File: src/rtl/ml_demod_pkg.sv
// Shared definitions for the demodulator back end: LLR geometry, the packed
// vector layout and the per-beat protocol check.
package ml_demod_pkg;

    localparam int LLR_W        = 8;
    localparam int BITS_PER_VEC = 8;
    localparam int VEC_LLR_W    = LLR_W * BITS_PER_VEC;
    localparam int IDX_W_DEF    = 10;

    typedef struct packed {
        logic [IDX_W_DEF-1:0]    idx;
        logic [BITS_PER_VEC-1:0] hb;
        logic [VEC_LLR_W-1:0]    llr;
    } packed_vec_t;

    // A beat is malformed when its hard bit disagrees with the LLR sign or the LLR carries no information.
    function automatic logic llr_sign_bad(input logic [LLR_W-1:0] llr, input logic hard_bit);
        return (hard_bit != llr[LLR_W-1]) || (llr == 8'h00);
    endfunction

endpackage

File: src/rtl/llr_vec_fifo.sv
// Small register-array FIFO for packed vectors; the head is held in its own
// register so downstream sees only flop outputs.
module llr_vec_fifo
    import ml_demod_pkg::*;
#(
    parameter int DEPTH = 4,
    parameter int W     = 82
) (
    input  logic         i_clk,
    input  logic         i_reset,
    input  logic         i_push,
    input  logic [W-1:0] i_din,
    input  logic         i_pop,
    output logic         o_full,
    output logic         o_empty,
    output logic [W-1:0] o_head
);

    localparam int PTR_W = $clog2(DEPTH);
    localparam int CNT_W = PTR_W + 1;

    logic [W-1:0]     r_mem [DEPTH];
    logic [PTR_W-1:0] r_wr_ptr;
    logic [PTR_W-1:0] r_rd_ptr;
    logic [CNT_W-1:0] r_count;
    logic [W-1:0]     r_head;

    logic             w_push;
    logic             w_pop;
    logic [PTR_W-1:0] w_rd_next;
    logic [CNT_W-1:0] w_count_next;
    logic [CNT_W-1:0] w_count_after_pop;

    assign o_full            = (r_count == CNT_W'(DEPTH));
    assign o_empty           = (r_count == CNT_W'(0));
    assign o_head            = r_head;
    assign w_push            = i_push && !o_full;
    assign w_pop             = i_pop && !o_empty;
    assign w_rd_next         = r_rd_ptr + PTR_W'(1);
    assign w_count_after_pop = r_count - CNT_W'(w_pop);

    // Occupancy update for push, pop, or both at once.
    always_comb begin
        w_count_next = r_count;
        case ({w_push, w_pop})
            2'b10:   w_count_next = r_count + CNT_W'(1);
            2'b01:   w_count_next = r_count - CNT_W'(1);
            default: w_count_next = r_count;
        endcase
    end

    // Storage array and pointers.
    always_ff @(posedge i_clk) begin
        if (i_reset) begin
            for (int i = 0; i < DEPTH; i++) begin
                r_mem[i] <= '0;
            end
            r_wr_ptr <= '0;
            r_rd_ptr <= '0;
            r_count  <= '0;
        end else begin
            if (w_push) begin
                r_mem[r_wr_ptr] <= i_din;
                r_wr_ptr        <= r_wr_ptr + PTR_W'(1);
            end
            if (w_pop) begin
                r_rd_ptr <= w_rd_next;
            end
            r_count <= w_count_next;
        end
    end

    // Head register: a push into a FIFO that would otherwise be empty lands here directly.
    always_ff @(posedge i_clk) begin
        if (i_reset) begin
            r_head <= '0;
        end else if (w_push && (w_count_after_pop == CNT_W'(0))) begin
            r_head <= i_din;
        end else if (w_pop) begin
            r_head <= r_mem[w_rd_next];
        end else begin
            r_head <= r_head;
        end
    end

endmodule

File: src/rtl/llr_vector_packer.sv
// Packs the serial LLR/hard-bit stream into 8-beat vectors, tags each with a
// sequence index and queues them for the decoder; flags malformed beats.
module llr_vector_packer
    import ml_demod_pkg::*;
#(
    parameter int DEPTH = 4,
    parameter int IDX_W = 10
) (
    input  logic                    i_clk,
    input  logic                    i_reset,
    input  logic                    i_llr_vld,
    output logic                    o_llr_rdy,
    input  logic [LLR_W-1:0]        i_llr,
    input  logic                    i_hard_bit,
    output logic                    o_out_vld,
    input  logic                    i_out_rdy,
    output logic [VEC_LLR_W-1:0]    o_out_llr,
    output logic [BITS_PER_VEC-1:0] o_out_hb,
    output logic [IDX_W-1:0]        o_out_idx,
    output logic                    o_sign_err
);

    // Payload layout follows packed_vec_t: {idx, hb, llr}.
    localparam int PAY_W = IDX_W + BITS_PER_VEC + VEC_LLR_W;
    localparam int SH_W  = VEC_LLR_W - LLR_W;

    logic [2:0]              r_cnt;
    logic [SH_W-1:0]         r_llr_sh;
    logic [BITS_PER_VEC-2:0] r_hb_sh;
    logic [IDX_W-1:0]        r_vec_idx;
    logic                    r_sign_err;

    logic                    w_acc;
    logic                    w_push;
    logic                    w_pop;
    logic                    w_full;
    logic                    w_empty;
    logic [PAY_W-1:0]        w_din;
    logic [PAY_W-1:0]        w_head;

    // The last beat waits for FIFO space; a same-cycle pop is deliberately not looked at.
    assign o_llr_rdy = (r_cnt != 3'd7) || !w_full;
    assign w_acc     = i_llr_vld && o_llr_rdy;
    assign w_push    = w_acc && (r_cnt == 3'd7);
    assign w_pop     = !w_empty && i_out_rdy;
    assign w_din     = {r_vec_idx, i_hard_bit, r_hb_sh, i_llr, r_llr_sh};

    assign o_out_vld  = !w_empty;
    assign o_out_llr  = w_head[VEC_LLR_W-1:0];
    assign o_out_hb   = w_head[VEC_LLR_W +: BITS_PER_VEC];
    assign o_out_idx  = w_head[PAY_W-1 -: IDX_W];
    assign o_sign_err = r_sign_err;

    // Assembly shadow, beat counter and vector index.
    always_ff @(posedge i_clk) begin
        if (i_reset) begin
            r_cnt     <= 3'd0;
            r_llr_sh  <= '0;
            r_hb_sh   <= '0;
            r_vec_idx <= '0;
        end else if (w_acc) begin
            if (r_cnt != 3'd7) begin
                r_llr_sh[{r_cnt, 3'b000} +: LLR_W] <= i_llr;
                r_hb_sh[r_cnt]                    <= i_hard_bit;
            end else begin
                r_vec_idx <= r_vec_idx + IDX_W'(1);
            end
            r_cnt <= r_cnt + 3'd1;
        end
    end

    // Sticky protocol-violation flag.
    always_ff @(posedge i_clk) begin
        if (i_reset) begin
            r_sign_err <= 1'b0;
        end else if (w_acc && llr_sign_bad(i_llr, i_hard_bit)) begin
            r_sign_err <= 1'b1;
        end
    end

    llr_vec_fifo #(
        .DEPTH (DEPTH),
        .W     (PAY_W)
    ) u_fifo (
        .i_clk   (i_clk),
        .i_reset (i_reset),
        .i_push  (w_push),
        .i_din   (w_din),
        .i_pop   (w_pop),
        .o_full  (w_full),
        .o_empty (w_empty),
        .o_head  (w_head)
    );

endmodule
File: config.mk
export PLATFORM = sky130hd
export DESIGN_NAME = llr_vector_packer
export DESIGN_NICKNAME = d
export VERILOG_FILES = /design/src/rtl/ml_demod_pkg.sv /design/src/rtl/llr_vec_fifo.sv /design/src/rtl/llr_vector_packer.sv
export SDC_FILE = /design/constraint.sdc
export NUM_CORES = 1
export LEC_CHECK = 0
export BUFFER_PORTS_ARGS = -buffer_cell sky130_fd_sc_hd__buf_2
export CORE_AREA = 5 5 138 271
export DETAILED_ROUTE_END_ITERATION = 8
export DIE_AREA = 0 0 143 276
export GPL_TIMING_DRIVEN = 0
export PLACE_DENSITY = 0.85
export SYNTH_ARGS = -nofsm -noshare
export SYNTH_HDL_FRONTEND = slang
export SYNTH_SLANG_ARGS = --single-unit
export TNS_END_PERCENT = 5
File: constraint.sdc
create_clock -name i_clk -period 7.1 [get_ports i_clk]
set_clock_uncertainty 0.1 [all_clocks]
set_input_delay 0.71 -clock i_clk [delete_from_list [all_inputs] [get_ports i_clk]]
set_output_delay 0.71 -clock i_clk [all_outputs]
set_load 0.01 [all_outputs]
==> results of run 1 <==
## final timing paths
kind | startpoint | endpoint | slack, ns | depth (start not counted)
max | i_reset | u_fifo.r_mem[2][36] | 3.49 | 7
min reg2reg | u_fifo.o_head[26] | u_fifo.o_head[26] | 0.38 | 2
max reg2reg | r_cnt[0] | u_fifo.r_mem[0][78] | 3.53 | 9
min | u_fifo.o_head[26] | u_fifo.o_head[26] | 0.38 | 2
## metrics by stage
stage / setup TNS, ns / total power, mW / utilization / setup WS (ns) / hold slack, ns
final: 0 / 5.69 / 0.675 / 3.49 / 0.381
after global routing: 0 / 5.81 / 0.675 / 3.39 / 0.404
after CTS: 0 / 5.68 / 0.675 / 3.60 / 0.383
after detailed placement: 0 / 3.41 / 0.636 / 3.06 / 0.369
after global placement: -312.40 / 3.39 / 0.629 / -1.94 / 0.369
after floorplan: 0 / 3.33 / - / 1.42 / 0.354
## synth_stat cells (all sizes together) (5+ instances only)
cell    count
a21oi      16
a311oi     82
and2       86
buf        62
clkbuf     55
dfxtp     166
edfxtp    328
ha          9
inv        92
mux2i      54
mux4       82
nand2     298
nand2b     43
nand3      14
nand4       5
nor2      280
nor2b      10
nor3        8
xnor2       8
xor2        6
## cell usage in the layout (no fill, tap or decap), types with 82 or more instances in the layout
cell type / count
inv_1: 91
nand2_1: 294
dfxtp_1: 166
a311oi_1: 82
buf_2: 137
edfxtp_1: 328
nor2_1: 279
mux4_2: 82
and2_1: 86
## critical path: stages
cell and delay (ns):
buf_2 0.16, clkbuf_1 0.49, clkbuf_1 0.69, clkbuf_1 0.62, o21bai_4 0.56, buf_12 0.28
buf_16 0.20
## power breakdown
group	switching (mW)	internal, mW	total [mW]
logic	0.126	0.0655	0.192
clock network	1.02	1.32	2.34
registers	0.0298	3.13	3.16
total	1.18	4.51	5.69
## kinds of logic after synthesis
group | count (synthesis)
and+or+nand+nor | 765
DFF | 494
buffers and inverters | 209
muxes | 137
AOI/OAI and AO/OA | 106
xor gates and xnor gates | 14
adders and majority gates | 10
## state kept, by name, indices dropped and copies added, names as in the netlist
name / count
r_llr_sh: 56
u_fifo.r_rd_ptr: 2
u_fifo.r_mem: 328
r_cnt: 3
u_fifo.o_head: 82
r_vec_idx: 10
o_sign_err: 1
r_hb_sh: 7
u_fifo.r_wr_ptr: 2
u_fifo.r_count: 3
## routing by layer
metal	up-vias	GRT usage	share of wire
met2	842	0.505	0.52
met3	281	0.0396	0.070
met5	-	0	0
li1	6352	-	-
met1	7149	0.310	0.32
met4	0	0.227	0.092
## area by class of cell
cell class	instances	area, µm²
multi-input cells	1032	6960
clock inverters	10	130
inverters	92	345
flip-flops and latches	494	13200
fillers	2398	11400
plain buffers	117	591
repair buffers	104	678
well taps	445	557
clock buffers	62	1240
==> results_dict.tcl, run 1 <==
set metrics [dict create \
    grt_start_max_net_pins 46 \
    drc_errors 0 \
    syn_area_per_cell_um2 12.1 \
    outcome "completed" \
    synth_compound_area_frac 0.0409 \
    overflow 0 \
    fp-row-count 97 \
    antenna_found_initial 1 \
    cts_sinks 494 \
    synth_top_family_by_area "simple AND/OR/NAND/NOR gates" \
    first_pass_iters 6 \
    cts.clk_slew.worst_paths_ns 0.07 \
    yosysTopAreaCellShare 0.468 \
    critPathMaxFanout 24 \
    finalNonFillerCells 2356 \
    drv_cap 0 \
    viasPerCell 6.21 \
    min_period_ns 3.61 \
    critPathCaptureType "flip-flop" \
    synthSimpleGateAreaFrac 0.162 \
    place.gp.congestion 0.966 \
    num_io_pins 98 \
    ctsRootBufferMaster "clkbuf_16" \
    synth_xor_area_frac 0.00583 \
    synth_cell_type_count 53 \
    power.leakage_nw 9.14 \
    ys.warnings.count 0 \
    peakVddDrop_v 0.000332 \
    dp_cells 2284 \
    start_util 0.600 \
    yosys.area.top_type "edfxtp_1" \
    ys_ff_latch 494 \
    antenna_left 0 \
    synth_nets 1758 \
    post-route-period-util 0.509 \
    post_drt_wl_per_cell_um 24.4 \
    syn_inst 1735 \
    dp_hpwl_mm 39.1 \
    die_w_um 143 \
    cts_tree "done" \
    rsz0062_at_grt "false" \
    coreArea_mm2 0.0351 \
    die_area_mm2 0.0395 \
    clkLatencyLatePin_ns 0.55 \
    die_y_um 276 \
    grt_usage 0.291 \
    ys_async_sr_fraction 0 \
    place.port_buffers 96 \
    drive_above_1_share 0.175 \
    arrival_ns 3.77 \
    vias 14600 \
    drt_wl_total_mm 57.4 \
    synth_edf_count 328 \
    worstHoldPathType "reg2reg" \
    ctsHoldBuffers 0 \
    cts_resized 0 \
    cts_buffers 40 \
    grt_pass1_vias 15700 \
    startpoint_type "input port" \
    layout.nets 1904 \
    cp.required_ns 7.26 \
    clk_path_buf_depth 3 \
    htree_levels 2 \
    worstMarginPinSlew_ns 1.19 \
    ys_seq_area_frac 0.626 \
    grt_pass1_wl_mm 87.3 \
    drv_slew 0 \
    synthAdderAreaFrac 0.00631 \
    worstSetupPathType "in2reg" \
    powerDensity_mw_per_mm2 240 \
    hold_viol_final 0 \
    fmax_mhz 277 \
    first_iter_violations 1259 \
    setup_viol 0 \
    synthMuxAreaShare 0.114 \
    synth_area_mm2 0.0210 \
    ys.flop_type "edfxtp_1" \
    final_cell_area_mm2 0.0237 \
    slew-limit-headroom 0.201 \
    post_cts_buffers 0 \
    placed_area_mm2 0.0223 \
    antenna_cells 0 \
    ys_top_cells_by_area "edfxtp_1, dfxtp_1, mux4_2, nand2_1, nor2_1" \
    area_growth_pct 12.5 \
]
No activity file was read; power rests on OpenSTA's default activity.
==> inputs of run 2 (changes only) <==
--- a/config.mk
+++ b/config.mk
@@ -5,12 +5,13 @@
 export SDC_FILE = /design/constraint.sdc
 export NUM_CORES = 1
 export LEC_CHECK = 0
+export ABC_AREA = 1
 export BUFFER_PORTS_ARGS = -buffer_cell sky130_fd_sc_hd__buf_2
-export CORE_AREA = 5 5 138 271
+export CORE_AREA = 5 5 148 292
 export DETAILED_ROUTE_END_ITERATION = 8
-export DIE_AREA = 0 0 143 276
+export DIE_AREA = 0 0 153 297
 export GPL_TIMING_DRIVEN = 0
-export PLACE_DENSITY = 0.85
+export PLACE_DENSITY = 0.83
 export SYNTH_ARGS = -nofsm -noshare
 export SYNTH_HDL_FRONTEND = slang
 export SYNTH_SLANG_ARGS = --single-unit
==> constraint.sdc (replaced) <==
create_clock -name i_clk -period 3.15 [get_ports i_clk]
set_clock_uncertainty 0.1 [all_clocks]
set_input_delay 0.315 -clock i_clk [delete_from_list [all_inputs] [get_ports i_clk]]
set_output_delay 0.315 -clock i_clk [all_outputs]
set_load 0.01 [all_outputs]
==> run 2 against run 1 <==
Flip-flop and latch count stayed put. First-iteration DRC count is 57% higher. Clock power is 130% higher. Final area is 7.9% higher. Wire length is 2.2% higher. Hold slack worse by 0.35 ns. Setup slack worse by 3.4 ns. Synthesized cell count is 60% higher. Critical endpoint is now u_fifo.o_head[81]. Largest cell class unchanged.
==> results_dict.tcl, run 2 <==
set metrics [dict create \
    cts_buffers 42 \
    ys.warnings.count 0 \
    setup_ws_ns 0.120 \
    critPathMaxFanout 11 \
    drv_slew 0 \
    worstHoldPathType "in2reg" \
    setup_viol 0 \
    cp_slowest_stage_delay_ns 0.35 \
    area_growth_pct 13.8 \
    synth_nets 2803 \
    crit_top_cell "nor2_1" \
    cp.required_ns 3.47 \
    powerDensity_mw_per_mm2 519 \
    dp_hpwl_mm 40.7 \
    drv_cap 0 \
    startpoint_type "flip-flop" \
    finalNonFillerCells 3506 \
    power_frac_comb 0.048 \
    die_y_um 297 \
    grt_usage 0.251 \
    ys_async_sr_fraction 0 \
    place.gp.congestion 0.954 \
    worstMarginPinSlew_ns 1.11 \
    ys.flop_type "edfxtp_1" \
    antenna_cells 0 \
    grt_start_max_net_pins 58 \
    place.port_buffers 96 \
    swShare 0.215 \
    die_area_mm2 0.0454 \
    cts_tree "done" \
    die_w_um 153 \
    htree_levels 2 \
    dp_cells 3423 \
    crit_cells 16 \
    fmax_mhz 330 \
    place_ws_ns -0.325 \
    layout_commonest_cell "nand2_1" \
    seqPwrFrac 0.539 \
    intPower_mw 10.4 \
    peakVddDrop_v 0.000540 \
    post_drt_wl_per_cell_um 16.7 \
    viasPerCell 5.28 \
    clk_path_buf_depth 3 \
    first_pass_iters 6 \
    critPathCaptureType "flip-flop" \
    power.switching_mw 2.85 \
    largest_reg_flops 328 \
    ys_seq_area_frac 0.587 \
    synth_cell_type_count 28 \
    ys_top_cells_by_area "edfxtp_1, nand2_1, dfxtp_1, nor2_1, inv_1" \
    rr_worst_depth 16 \
    yosys.area.top_type "edfxtp_1" \
    slew-limit-headroom 0.263 \
    regMostFlops "u_fifo.r_mem" \
    synth_edf_count 328 \
    num_io_pins 98 \
    arrival_ns 3.35 \
    ctsRootBufferMaster "clkbuf_16" \
    drive_above_1_share 0.0996 \
    grt_pass1_vias 17500 \
    start_util 0.551 \
    layout_common_cells "nand2_1, nor2_1, edfxtp_1" \
    cts.clk_slew.worst_paths_ns 0.07 \
    antenna_left 0 \
    clkLatencyLatePin_ns 0.56 \
    outcome "completed" \
    antenna_found_initial 1 \
    drt_wl_total_mm 58.7 \
    drc_errors 0 \
    post-route-period-util 0.962 \
    cp_cell_sequence "nor2_2 > nand2_2 > nand2_4 > inv_1 > buf_4 > ha_1 > inv_1 > nor2_1 > nand3_2 > nor2_4 > buf_6 > buf_8 > buf_6 > o21ai_0 > nor2_1 > nor2_1" \
    min_period_ns 3.03 \
    path_buf_inv 6 \
    first_iter_violations 1973 \
    slowest_stage "dfxtp_1" \
    hold_viol_final 0 \
    power.leakage_nw 11.2 \
    syn_area_per_cell_um2 8.07 \
    layout.nets 2960 \
    grt_pass1_wl_mm 91.2 \
    cts_sinks 494 \
    synth_commonest_cells "nand2_1, nor2_1, edfxtp_1" \
    whs_path_depth 3 \
    coreArea_mm2 0.0407 \
    crit_family "buffers and inverters" \
    vias 18500 \
    synth_most_common_cell "nand2_1" \
    synth_area_mm2 0.0224 \
    overflow 0 \
    syn_inst 2780 \
    yosysTopAreaCellShare 0.439 \
    clockPowerShare 0.414 \
    fp-row-count 105 \
    ys_ff_latch 494 \
    rsz0062_at_grt "false" \
    worstSetupPathType "reg2reg" \
]
-- run 2: cell types whose count changed in the layout (fill, tap and decap cells not counted), moves of 17 or more --
| cell | before | now |
|---|---|---|
| a21oi_1 | 16 | 74 |
| a311oi_1 | 82 | 0 |
| and2_1 | 86 | 0 |
| buf_2 | 137 | 154 |
| inv_1 | 91 | 259 |
| mux2i_1 | 54 | 0 |
| mux4_2 | 82 | 0 |
| nand2_1 | 294 | 1046 |
| nand2b_1 | 43 | 0 |
| nor2_1 | 279 | 541 |
| o21ai_0 | 1 | 132 |
| o21ai_1 | 0 | 17 |
-- run 2: cell families (layout without fill, tap and decap cells) --
family                     after synthesis  after routing  share of synthesized area
and+or+nand+nor                       1627           1627                      0.275
DFF                                    494            494                      0.587
buffers and inverters                  417            608                     0.0787
AOI/OAI and AO/OA                      231            231                     0.0526
adders and majority gates               10             10                    0.00591
xor gates and xnor gates                 1              1                   0.000390
-- run 2: final timing paths --
path              slack [ns]               from                end
setup / recovery        0.12  u_fifo.r_count[1]  u_fifo.o_head[81]
hold / removal          0.03           i_llr[3]        r_llr_sh[3]
setup reg to reg        0.12  u_fifo.r_count[1]  u_fifo.o_head[81]
hold reg to reg         0.41       r_llr_sh[14]       r_llr_sh[14]
-- run 2: power by group through the flow --
stage          sequential, mW  combinational, mW  clock, mW
6_report                 7.14              0.633       5.48
3_3_place_gp             7.30              0.550          0
4_1_cts                  7.14              0.619       5.52
3_5_place_dp             7.28              0.609          0
2_1_floorplan            7.27              0.394          0
5_1_grt                  7.15              0.697       5.76
-- run 2: timing repair --
action / 4_1_cts / 5_1_grt
resized for setup: 9 / 16
endpoints found under the hold margin: 0 / 0
cloned: 0 / 1
hold buffers: 0 / 0
pin swaps: 1 / 2
setup endpoints to repair: 82 / 82
setup buffers: 2 / 4
-- run 2: layout make-up --
| cell class | count | area [µm²] |
|---|---|---|
| flip-flops and latches | 494 | 13200 |
| well taps | 535 | 669 |
| repair buffers | 115 | 808 |
| fillers | 3313 | 15200 |
| inverters | 262 | 983 |
| clock inverters | 14 | 129 |
| clock buffers | 64 | 1360 |
| plain buffers | 153 | 815 |
| multi-input cells | 1869 | 7590 |
-- run 2: routing by layer --
layer	vias up	share of wire	global-route usage
li1	8931	-	-
met1	8376	0.37	0.305
met2	942	0.48	0.425
met3	247	0.090	0.0419
met4	2	0.062	0.135
met5	-	0.00022	0
-- run 2: stage by stage --
stage	utilization	setup TNS [ns]	cell area, µm²	total power, mW	hold WS, ns
floorplan	-	-175.79	22500	7.66	0.357
global placement	0.581	-634.53	23700	7.85	0.381
detailed placement	0.588	-12.84	23900	7.89	0.390
CTS	0.625	0	25500	13.3	0.00202
global route	0.627	0	25500	13.6	0.0309
finish	0.627	0	25500	13.3	0.0332
-- run 2: worst reg2reg max path: cells and delay by family, from the launching register on --
kind	cells	cell delay [ns]
buffers and inverters	6	0.99
and+or+nand+nor	8	0.96
DFF	1	0.35
adders and majority gates	1	0.29
AOI/OAI and AO/OA	1	0.19
==> inputs of run 3 (changes only) <==
--- a/config.mk
+++ b/config.mk
@@ -10,7 +10,6 @@
 export CORE_AREA = 5 5 148 292
 export DETAILED_ROUTE_END_ITERATION = 8
 export DIE_AREA = 0 0 153 297
-export GPL_TIMING_DRIVEN = 0
 export PLACE_DENSITY = 0.83
 export SYNTH_ARGS = -nofsm -noshare
 export SYNTH_HDL_FRONTEND = slang
==> run 3 against run 2 <==
Sequential share of layout area is 1.7 points higher. Register-to-register slack better by 0.26 ns. First-iteration DRC count fell by 8.3%. Hold slack lost 0.0077 ns. Final cell count fell by 3.7%. Critical path type unchanged. Largest power group unchanged.
==> results_dict.tcl, run 3 (synthesis results as in run 2) <==
set metrics [dict create \
    power.leakage_nw 10.7 \
    antenna_left 0 \
    peakVddDrop_v 0.000519 \
    grt_pass1_wl_mm 92.5 \
    post_cts_buffers 0 \
    seqPwrFrac 0.560 \
    cp.required_ns 3.46 \
    post_drt_wl_per_cell_um 17.1 \
    cp-endpoint "u_fifo.o_head[37]" \
    regToRegSetupSlack_ns 0.38 \
    vias 18200 \
    layout_commonest_cell "nand2_1" \
    die_y_um 297 \
    ctsRootBufferMaster "clkbuf_16" \
    dp_cells 3298 \
    nFillCells 3327 \
    grt_start_max_net_pins 135 \
    rr_worst_depth 13 \
    worstMarginPinSlew_ns 1.12 \
    post-route-period-util 0.879 \
    arrival_ns 3.08 \
    worstSetupPathType "reg2reg" \
    fmax_mhz 361 \
    die_area_mm2 0.0454 \
    place.port_buffers 97 \
    intPower_mw 9.93 \
    grt_usage 0.249 \
    power.switching_mw 2.83 \
    crit_top_cell "nor2_1" \
    largest_reg_flops 328 \
    first_iter_violations 1809 \
    path_buf_inv 3 \
    drive_above_1_share 0.0795 \
    reg2reg_from "u_fifo.r_count[1]" \
    first_pass_iters 7 \
    r2r-end "u_fifo.o_head[37]" \
    fp-row-count 105 \
    cp_slowest_stage_delay_ns 0.34 \
    cts_buffers 43 \
    startpoint_type "flip-flop" \
    regMostFlops "u_fifo.r_mem" \
    timing.hold.ws_ns 0.0255 \
    cts.clk_slew.worst_paths_ns 0.07 \
    power_frac_comb 0.048 \
    powerDensity_mw_per_mm2 516 \
    viasPerCell 5.39 \
    grt_pass1_vias 18000 \
    clockPowerShare 0.392 \
    drv_cap 0 \
    rsz0062_at_grt "false" \
    drt_wl_total_mm 57.9 \
    dp_hpwl_mm 33.5 \
    finalNonFillerCells 3378 \
    cts_resized 0 \
    startpoint "u_fifo.r_count[1]" \
    place.gp.congestion 0.879 \
    outcome "completed" \
    crit_cells 13 \
    clkLatencyLatePin_ns 0.56 \
    drv_slew 0 \
    num_io_pins 98 \
    die_w_um 153 \
    cts_tree "done" \
    critPathMaxFanout 84 \
    whs_path_depth 2 \
    ctsHoldBuffers 0 \
    overflow 0 \
    critPathCaptureType "flip-flop" \
    swShare 0.222 \
    htree_levels 2 \
    antenna_found_initial 1 \
    area_growth_pct 10.1 \
    slew-limit-headroom 0.251 \
    start_util 0.551 \
    coreArea_mm2 0.0407 \
    cp_cell_sequence "nor2_1 > nand2_1 > nand2_1 > inv_2 > ha_1 > inv_1 > nor2_1 > nand3_2 > nor2_4 > buf_12 > o21ai_0 > nor2_1 > nor2_1" \
    hold_viol_final 0 \
    crit_family "simple AND/OR/NAND/NOR gates" \
    cts_sinks 494 \
    clk_path_buf_depth 3 \
    worstHoldPathType "in2reg" \
    min_period_ns 2.77 \
    layout.nets 2831 \
    setup_viol 0 \
    drc_errors 0 \
    layout_common_cells "nand2_1, nor2_1, edfxtp_1" \
    slowest_stage "dfxtp_1" \
]
-- run 3: changes by cell type in the layout (fill, tap and decap cells not counted), moves of 7 or more --
cell / change
buf_12: +9
buf_2: -58
buf_4: +7
buf_6: -12
clkbuf_1: -50
clkbuf_16: -7
clkbuf_2: -7
-- run 3: layer usage --
metal / wire (µm) / up-vias / GRT usage / share of wire
met5: 0 / - / 0 / 0
met4: 2120 / 0 / 0.101 / 0.037
met3: 5960 / 167 / 0.0425 / 0.10
met2: 29100 / 1050 / 0.439 / 0.50
met1: 20700 / 8320 / 0.302 / 0.36
li1: - / 8678 / - / -
-- run 3: worst reg2reg max path: cells and delay by family (launching register included) --
family	cells	cell delay, ns
buffers and inverters	3	0.52
AO/OA/AOI/OAI	1	0.24
flip-flops	1	0.34
AND/OR/NAND/NOR	8	1.09
adder cells (fa/ha/maj)	1	0.33
-- run 3: final cells by class --
type | count | area (µm²) | share of cell area
Inverter | 262 | 986 | 0.0399
Clock inverter | 16 | 83.8 | 0.00339
Antenna cell | 1 | 2.50 | 0.000101
Clock buffer | 63 | 1220 | 0.0494
Timing Repair Buffer | 138 | 971 | 0.0393
Tap cell | 535 | 669 | 0.0271
Sequential cell | 494 | 13200 | 0.533
Multi-Input combinational cell | 1869 | 7600 | 0.307
-- run 3: power by group through the flow --
stage                     Clock [mW]  Combinational [mW]  Sequential, mW
after detailed placement           0               0.598            7.28
after floorplan                    0               0.394            7.27
after CTS                       5.05               0.606            7.14
after global routing            5.33               0.673            7.15
after global placement             0               0.581            7.27
final                           5.00               0.612            7.14
-- run 3: how the worst min path moves through the flow --
| stage | from | end | slack [ns] |
|---|---|---|---|
| floorplan | r_hb_sh[0] | r_hb_sh[0] | 0.36 |
| global placement | r_llr_sh[55] | r_llr_sh[55] | 0.37 |
| detailed placement | r_llr_sh[27] | r_llr_sh[27] | 0.37 |
| CTS | i_llr[2] | u_fifo.r_mem[3][58] | 0.003 |
| global route | i_reset | u_fifo.o_head[73] | 0.02 |
| finish | i_reset | u_fifo.o_head[73] | 0.03 |
-- run 3: through the flow --
stage / utilization / setup slack [ns] / TNS, ns / total power, mW / cell area (µm²)
2_1_floorplan: - / -0.568 / -175.79 / 7.66 / 22500
3_3_place_gp: 0.575 / 0.647 / 0 / 7.85 / 23400
3_5_place_dp: 0.575 / 0.476 / 0 / 7.88 / 23400
4_1_cts: 0.607 / 0.427 / 0 / 12.8 / 24700
5_1_grt: 0.607 / 0.162 / 0 / 13.2 / 24700
6_report: 0.607 / 0.380 / 0 / 12.8 / 24700
